[src/rtl/multiport_register_file.sv]
// Multi-read-port register file with a self-clearing init sequence.
// Define REGFILE_BYPASS_EN to forward same-cycle write data to reads.
module multiport_register_file #(
  parameter int DATAW    = 32,
  parameter int NUM_REGS = 32,
  parameter int ADDRW    = $clog2(NUM_REGS),
  parameter int NUM_RD   = 2,
  parameter int SP_INDEX = 2,
  parameter logic [DATAW-1:0] SP_INIT = 32'h01000000
) (
  input  logic                    clock,
  input  logic                    reset,
  input  logic                    reg_enable,
  input  logic                    write_enable,
  input  logic [ADDRW-1:0]        addr_rd,
  input  logic [DATAW-1:0]        data_rd,
  input  logic [NUM_RD*ADDRW-1:0] addr_rs,
  output logic [NUM_RD*DATAW-1:0] data_rs,
  output logic                    ready
);

  typedef enum logic {
    CLEAR,
    READY
  } state_t;

  localparam logic [ADDRW:0] LAST_IDX = (ADDRW+1)'(NUM_REGS-1);
  localparam logic [ADDRW:0] SP_IDX   = (ADDRW+1)'(SP_INDEX);

  state_t         state;
  state_t         state_nxt;
  logic [ADDRW:0] clr_idx;

  logic [DATAW-1:0] regs [NUM_REGS];

  logic             wr_en;
  logic [ADDRW-1:0] wr_addr;
  logic [DATAW-1:0] wr_data;

  // State register; reset always restarts the clear sweep.
  always_ff @(posedge clock) begin
    if (reset) state <= CLEAR;
    else       state <= state_nxt;
  end

  // Leave CLEAR on the cycle that writes the last entry.
  always_comb begin
    state_nxt = state;
    if (state == CLEAR && clr_idx == LAST_IDX)
      state_nxt = READY;
  end

  // Clear index advances only while sweeping and out of reset.
  always_ff @(posedge clock) begin
    if (reset || state == READY) clr_idx <= '0;
    else                         clr_idx <= clr_idx + 1'b1;
  end

  // Single write port shared by the clear sweep and normal writes.
  always_comb begin
    wr_en   = 1'b0;
    wr_addr = addr_rd;
    wr_data = data_rd;
    if (!reset) begin
      if (state == CLEAR) begin
        wr_en   = 1'b1;
        wr_addr = clr_idx[ADDRW-1:0];
        wr_data = (clr_idx == SP_IDX) ? SP_INIT : '0;
      end else begin
        wr_en = write_enable && (addr_rd != '0);
      end
    end
  end

  // Storage array, deliberately without reset.
  always_ff @(posedge clock) begin
    if (wr_en) regs[wr_addr] <= wr_data;
  end

  assign ready = (state == READY);

  for (genvar k = 0; k < NUM_RD; k++) begin : g_rd
    logic [ADDRW-1:0] ra;
    logic [DATAW-1:0] rd_nxt;
    logic [DATAW-1:0] rd_q;

    assign ra = addr_rs[k*ADDRW +: ADDRW];

    // Select read data; x0 and disabled/clearing reads give zero.
    always_comb begin
      rd_nxt = '0;
      if (state == READY && reg_enable && ra != '0) begin
        rd_nxt = regs[ra];
`ifdef REGFILE_BYPASS_EN
        if (write_enable && ra == addr_rd)
          rd_nxt = data_rd;
`endif
      end
    end

    // Registered read output, one cycle of latency.
    always_ff @(posedge clock) begin
      if (reset) rd_q <= '0;
      else       rd_q <= rd_nxt;
    end

    assign data_rs[k*DATAW +: DATAW] = rd_q;
  end

endmodule

[config.mk]
export PLATFORM = sky130hd
export DESIGN_NAME = multiport_register_file
export DESIGN_NICKNAME = d
export VERILOG_FILES = /design/src/rtl/multiport_register_file.sv
export SDC_FILE = /design/constraint.sdc
export NUM_CORES = 1
export LEC_CHECK = 0
export CAP_MARGIN = 20
export CORE_ASPECT_RATIO = 0.5
export CORE_MARGIN = 2
export CORE_UTILIZATION = 28
export DETAILED_ROUTE_END_ITERATION = 8
export GPL_TIMING_DRIVEN = 1
export SYNTH_ARGS = -nofsm -noshare
export SYNTH_HDL_FRONTEND = slang
export SYNTH_SLANG_ARGS = --single-unit
[constraint.sdc]
create_clock -name clock -period 6.9 [get_ports clock]
set_input_delay 1.38 -clock clock [delete_from_list [all_inputs] [get_ports clock]]
set_output_delay 1.38 -clock clock [all_outputs]
set_load 0.005 [all_outputs]
* After elaboration in Yosys (flattened, before gate mapping)
Memories as Yosys holds them, arrays and structs flattened. A register that Yosys moved wholly into a read port is not among the register bits.
Index checks and enable logic that the tools add are counted.
** Word-level totals
- Bits in registers :: 7
- Bits in writable memories :: 1024
- Input port bits :: 51
- Logic and storage cells :: 29
- Memories :: 1
** Operators by class
- Add/subtract/negate cells :: 1
- Eq/ne operators :: 2
- Mux-type cells :: 9
- Bitwise operators :: 3
- Reduce and logical (&&, ||, !) cells :: 11
** Memory list
- regs :: depth 32, width 32, rd ports 2, clocked after Yosys merged registers in 2, wr ports 1, RTL line 34 : logic [DATAW-1:0] regs [NUM_REGS];
** Operators by type and width (count)
- 32-bit 2-to-1 mux :: 2
- 25-bit 2-to-1 mux :: 1
- 5-bit nonzero test :: 3
- 5-bit 2-to-1 mux :: 2
- 6-bit by 1-bit adder with 6-bit output (second input constant) :: 1
- 6-bit by 2-bit equality test with 1-bit output (second input constant) :: 1
- 6-bit by 5-bit equality test with 1-bit output (second input constant) :: 1
- 1-bit logical AND :: 5
- 1-bit 2-to-1 mux :: 4
- 2-bit OR reduction :: 2
- 1-bit inverter :: 3
- 1-bit logical OR :: 1

* Logic depth before layout (Yosys ltp)
Gate-level depths: netlist of the first run.
- Depth in word-level cells :: 6
- Mapped depth :: 9

* Worst setup path after synthesis of the first run
Ideal clock, no wire load.
- Path type :: input to register
- Start :: in reset
- End :: mem regs[16][0] (enable)
- Arrival time :: 3.795 ns
- Path slack :: 2.684 ns
- Stages on the path :: 5
- Path through :: clkbuf_1 -> or4b_2 -> o21ai_0 -> nand2_1 -> nor2_1
** On the way
- Word-level cells in the longest chain between the ends :: 3
- Elaborated cells on any way between the ends :: 4
** Ends and longest elaborated chain
- from (decl) :: RTL line 12 : input logic reset,
- 1-bit 2-to-1 mux :: RTL line 64 : if (!reset) begin
- 1-bit 2-to-1 mux :: RTL line 77 : if (wr_en) regs[wr_addr] <= wr_data;
- 1-bit 2-to-1 mux (implied by the code) :: RTL line 77
- to (decl) :: RTL line 34
Parallel ways exist; a longest one is shown, timed or not.

* Worst setup path in the final report of the first run
- Start :: in reset
- End :: mem regs[26][15] (enable)
The elaborated chain is that of the path after synthesis.

==> results of run 1 <==
-- how the worst min path moves through the flow --
stage	to	depth (start not counted)
6_report	clr_idx[5]$_SDFF_PP0_	2
2_1_floorplan	clr_idx[5]$_SDFF_PP0_	2
4_1_cts	clr_idx[5]$_SDFF_PP0_	2
3_5_place_dp	clr_idx[5]$_SDFF_PP0_	2
3_3_place_gp	clr_idx[5]$_SDFF_PP0_	2
5_1_grt	clr_idx[5]$_SDFF_PP0_	2
-- worst max-delay path, cell delays in order --
cell             delay, ps
clkdlybuf4s50_1        670
or2_2                  350
buf_4                  540
mux2i_1                460
nand2_1                330
nor2_4                 810
buf_4                  380
-- per-layer routing --
layer | track usage | vias to the layer above | wire [um]
li1 | - | 10900 | -
met1 | 0.242 | 14800 | 65200
met2 | 0.257 | 1562 | 69100
met3 | 0.0391 | 241 | 15200
met4 | 0.0458 | 2 | 4310
met5 | 0 | - | 8
-- flip-flops by register name (all words and copies together) (netlist names) --
signal	cells
regs	1024
ready	1
clr_idx	6
g_rd.rd_q	64
-- where the power goes --
| part | switching, mW | total [mW] | internal, mW |
|---|---|---|---|
| sequential | 0.0239 | 7.34 | 7.31 |
| clock | 2.62 | 5.99 | 3.37 |
| combinational | 0.657 | 1.10 | 0.445 |
-- logic make-up (layout without fill, tap and decap cells) --
| kind of cell | after synthesis | count (layout) |
|---|---|---|
| buffers and inverters | 202 | 445 |
| adder cells (fa/ha/maj) | 2 | 2 |
| flip-flops | 1095 | 1095 |
| other | 0 | 3 |
| multiplexers | 708 | 708 |
| AND/OR/NAND/NOR | 156 | 156 |
| AO/OA/AOI/OAI | 264 | 264 |
| XOR/XNOR | 3 | 3 |
-- synth_stat cells (all sizes together) (4+ instances only) --
library cell / n / area [sq um]
o22a: 32 / 280
o21ai: 5 / 25.0
nand2: 14 / 52.6
buf: 96 / 611
o221ai: 63 / 552
nor2: 44 / 165
nand3: 7 / 35.0
a22o: 62 / 543
nor3: 34 / 170
mux2i: 256 / 2560
a2111oi: 31 / 428
clkbuf: 102 / 383
mux4: 449 / 10100
a211oi: 31 / 233
and2: 32 / 200
edfxtp: 1024 / 30700
o22ai: 32 / 200
dfxtp: 71 / 1420
inv: 4 / 15.0
-- cells in the final DEF (no fill, tap or decap), drive strengths merged, types with 9 or more instances in the layout --
cell type / n
a2111oi: 31
a211oi: 31
a22o: 62
and2: 32
buf: 124
bufinv: 9
clkbuf: 144
clkdlybuf4s50: 108
clkinv: 47
dfxtp: 71
edfxtp: 1024
mux2i: 256
mux4: 449
nand2: 14
nor2: 44
nor3: 34
o221ai: 63
o22a: 32
o22ai: 32
-- layout make-up --
class,instances,area share
Multi-Input combinational cell,1133,0.282
Tap cell,2310,0.0504
Sequential cell,1095,0.562
Antenna cell,3,0.000131
Timing Repair Buffer,236,0.0427
Clock inverter,64,0.0116
Inverter,4,0.000262
Clock buffer,141,0.0513
==> flow_summary.ini, run 1 <==
[floorplanning]
dieArea_sq_mm = 0.179
io_pins = 116
rows = 108
die_h_um = 300
coreArea_sq_mm = 0.174
fp.dieW_um = 596
initial_core_util = 0.282

[timing]
fmax_ghz = 0.216
worstMarginPinSlew_ps = 1090
fin_crit_sh = 0.671
relSlewSlack = 0.270
timing.final.max_slew_violations = 0
skew_ps = 41.0
layout_min_cycle_time_ps = 4630
finalSetupTns_ps = 0
rsz0062_at_grt = false
final.setup.worst_slack_ps = 2270
hold_violations = 0
finalSetupViolCount = 0
whs_ps = 542

[placed_design]
hpwl_um = 97900
place_area_sq_mm = 0.0534
routabilityCongestion = 0.847
dp.cells = 4766
dp_slack_ps = 1580
portBuffers = 115

[worst_setup_path]
critPathKind = input port to flip-flop
reg2reg_to = regs[26][15]$_DFFE_PP_
worst_ep_arrival_time_ps = 5010
startpoint = reset
rrSetupSlack_ps = 2790
cp.required_ps = 7280
endpoint = regs[26][15]$_DFFE_PP_
critPathMaxFanout = 29
worst_setup_path_end_kind = flip-flop
r2r-start = ready$_SDFFE_PP0P_
critical_path.startpoint_type = input port
worstRegToRegCells = 6

[cts]
insertion_delay_ps = 720
path_clk_slew_ps = 60
hold_buffers = 0
root_buffer = clkbuf_16
cts_setup_buffers = 0
clock_sinks = 1095
ctsResizeCount = 0
h-tree-depth = 3
cts_buffer_depth = 3
cts_tree = built
cts_inserted_buffers = 108

[logic_synthesis]
ys_warn_count = 0
avgSynthCellArea_sq_um = 20.2
synthesis.area_sq_mm = 0.0491
synth-xor-area-share = 0.000536
synth_mux_area_frac = 0.259
synth.distinct_cells = 47
synth_nets = 2483
synth-async-reset-ratio = 0
synth_enable_flop_cells = 1024
synth_compound_area_frac = 0.0472
synth-adder-area-share = 0.000510
synth_top_family_by_area = multiplexers
synth-seq-cells = 1095
syn_inst = 2430
synth-simple-area-share = 0.0164
synth_seq_area_share = 0.656
ys.flop_type = edfxtp_1

[finish]
multiInputGateArea_sq_mm = 0.0162
finalNetCount = 2631
seq_area_sq_mm = 0.0322
area_delta_synth_final_pct = 16.8
drive_above_1_share = 0.307
fillers = 16400
final_core_util = 0.330
layout.cells.non_filler = 4986
fin_area_sq_mm = 0.0573

[hold_path]
hold_path_class = flip-flop to flip-flop
hp-start = clr_idx[5]$_SDFF_PP0_

[global_routing]
grt_overflow_total = 0
grt_pass1_vias = 27700
grt_usage = 0.169
grt_max_degree = 90
grt_pass1_wl_um = 216000
antenna_found_initial = 5

[job]
cap_violations = 0

[route]
drtPass1Iterations = 5
drc = 0
routed_via_density = 5.51
first_iter_violations = 3783
vias = 27500
wl_per_cell_um = 30.8
drtAntennaViolNets = 0
wl_um = 154000

[status]
status = finished, final reports clean

[power_and_ir_drop]
power_leakage_nw = 18.1
ir_worst_vdd_mv = 0.232
p_per_area_mw_per_mm2 = 252
finalPower_mw = 14.4
No activity file was read; power rests on OpenSTA's default activity.
==> run 2: changes to the inputs <==
==> constraint.sdc (replaced) <==
create_clock -name clock -period 4.7 [get_ports clock]
set_input_delay 0.94 -clock clock [delete_from_list [all_inputs] [get_ports clock]]
set_output_delay 0.94 -clock clock [all_outputs]
set_load 0.005 [all_outputs]
==> run 2 against run 1 <==
Net effect: via count up 0.24%; sequential share of layout area down 0.61 points; largest cell class unchanged; critical path type unchanged; clock power up 48%; sequential power up 47%.
==> flow_summary.ini, run 2 (synthesis gave the netlist of run 1 again) <==
[finish]
layout.cells.non_filler = 5019
finalNetCount = 2663
largest_register = regs
final_common_cell = edfxtp_1
top_regs = regs (1024), g_rd.rd_q (64), clr_idx (6)
layout_common_cells = 1,024 x edfxtp_1, 449 x mux4_2, 256 x mux2i_1
largest_reg_flops = 1024
multiInputGateArea_sq_mm = 0.0162
drive_above_1_share = 0.312
area_delta_synth_final_pct = 18.1
seq_area_sq_mm = 0.0322
fillers = 16300

[timing]
whs_ps = 564
fmax_ghz = 0.307
hold_violations = 0
skew_ps = 23.2
fin_crit_sh = 0.692
relSlewSlack = 0.195
layout_min_cycle_time_ps = 3250
timing.final.max_slew_violations = 0
finalSetupViolCount = 0
rsz0062_at_grt = false
worstMarginPinSlew_ps = 1210
finalSetupTns_ps = 0

[hold_path]
hold_path_class = flip-flop to flip-flop

[floorplanning]
io_pins = 116
initial_core_util = 0.282
rows = 108
die_h_um = 300
coreArea_sq_mm = 0.174
dieArea_sq_mm = 0.179
fp.dieW_um = 596

[power_and_ir_drop]
p_per_area_mw_per_mm2 = 367
combPwrFrac = 0.077
power_leakage_nw = 18.4
power.switching_mw = 4.80
p_int_mw = 16.5
ir_worst_vdd_mv = 0.297
power_frac_seq = 0.506
clkPwrFrac = 0.417
p_sw_frac = 0.226

[route]
vias = 27500
drtAntennaViolNets = 0
first_iter_violations = 3627
wl_per_cell_um = 30.6
wl_um = 154000
drtPass1Iterations = 5
routed_via_density = 5.49
drc = 0

[cts]
ctsResizeCount = 0
cts_setup_buffers = 0
root_buffer = clkbuf_16
cts_buffer_depth = 3
h-tree-depth = 3
hold_buffers = 0
insertion_delay_ps = 700
cts_inserted_buffers = 109
path_clk_slew_ps = 60
cts_tree = built
clock_sinks = 1095

[worst_setup_path]
worst_setup_path_end_kind = flip-flop
worstPathCellList = clkdlybuf4s50_1 -> or2_2 -> buf_4 -> mux2_2 -> nand2_1 -> nor2_4 -> buf_12
critPathMaxFanout = 17
critical_path.startpoint_type = input port
worst_ep_arrival_time_ps = 3640
critPathKind = input port to flip-flop
cp.required_ps = 5090
cp_slowest_stage_delay_ps = 670
slowest_stage = clkdlybuf4s50_1

[global_routing]
grt_usage = 0.168
grt_pass1_vias = 27900
antenna_found_initial = 13
grt_max_degree = 118
grt_overflow_total = 0
grt_pass1_wl_um = 215000

[status]
status = finished, final reports clean

[job]
cap_violations = 0

[placed_design]
routabilityCongestion = 0.834
dp.cells = 4791
portBuffers = 115
hpwl_um = 95300
-- run 2: cell count changes in the layout (fill, tap and decap cells not counted), sizes merged --
cell,previous run,this run
clkdlybuf4s18,1,0
bufinv,9,13
buf,124,154
inv,8,7
clkbuf,144,137
clkinvlp,4,8
clkinv,47,51
-- run 2: final timing paths --
check	slack [ps]	depth (start not counted)	end	from
min reg2reg	560	2	clr_idx[5]$_SDFF_PP0_	clr_idx[5]$_SDFF_PP0_
max reg2reg	1740	6	regs[5][25]$_DFFE_PP_	ready$_SDFFE_PP0P_
max	1450	7	regs[5][25]$_DFFE_PP_	reset
min	560	2	clr_idx[5]$_SDFF_PP0_	clr_idx[5]$_SDFF_PP0_
-- run 2: layout make-up --
type,count,share of cell area
Timing Repair Buffer,267,0.0527
Inverter,4,0.000259
Antenna cell,3,0.000130
Multi-Input combinational cell,1133,0.279
Clock inverter,75,0.0133
Tap cell,2310,0.0499
Clock buffer,132,0.0493
Sequential cell,1095,0.555
-- run 2: stage by stage --
stage	power, mW	area [sq um]	utilization	setup slack (ps)
final	21.3	57900	0.333	1450
after global routing	21.9	57900	0.333	1380
after CTS	21.4	57500	0.331	1530
after detailed placement	12.6	53900	0.310	786
after global placement	12.5	53800	0.310	896
after floorplan	12.0	49100	-	924
-- run 2: per-layer routing --
metal  share of wire  GRT usage
met5         0.00045   0.000523
met3           0.094     0.0409
met1            0.43      0.239
met4           0.025     0.0413
met2            0.45      0.258
-- run 2: power by group through the flow --
stage	clock [mW]	combinational, mW	sequential, mW
floorplan	0	1.02	11.0
global placement	0	1.57	11.0
detailed placement	0	1.59	11.0
CTS	8.99	1.59	10.8
global route	9.38	1.71	10.8
finish	8.88	1.63	10.8
-- run 2: critical path, delay by kind of cell --
family        cells  cell delay [ps]
mux               1              250
buf+inv           3             1290
simple gates      3             1120
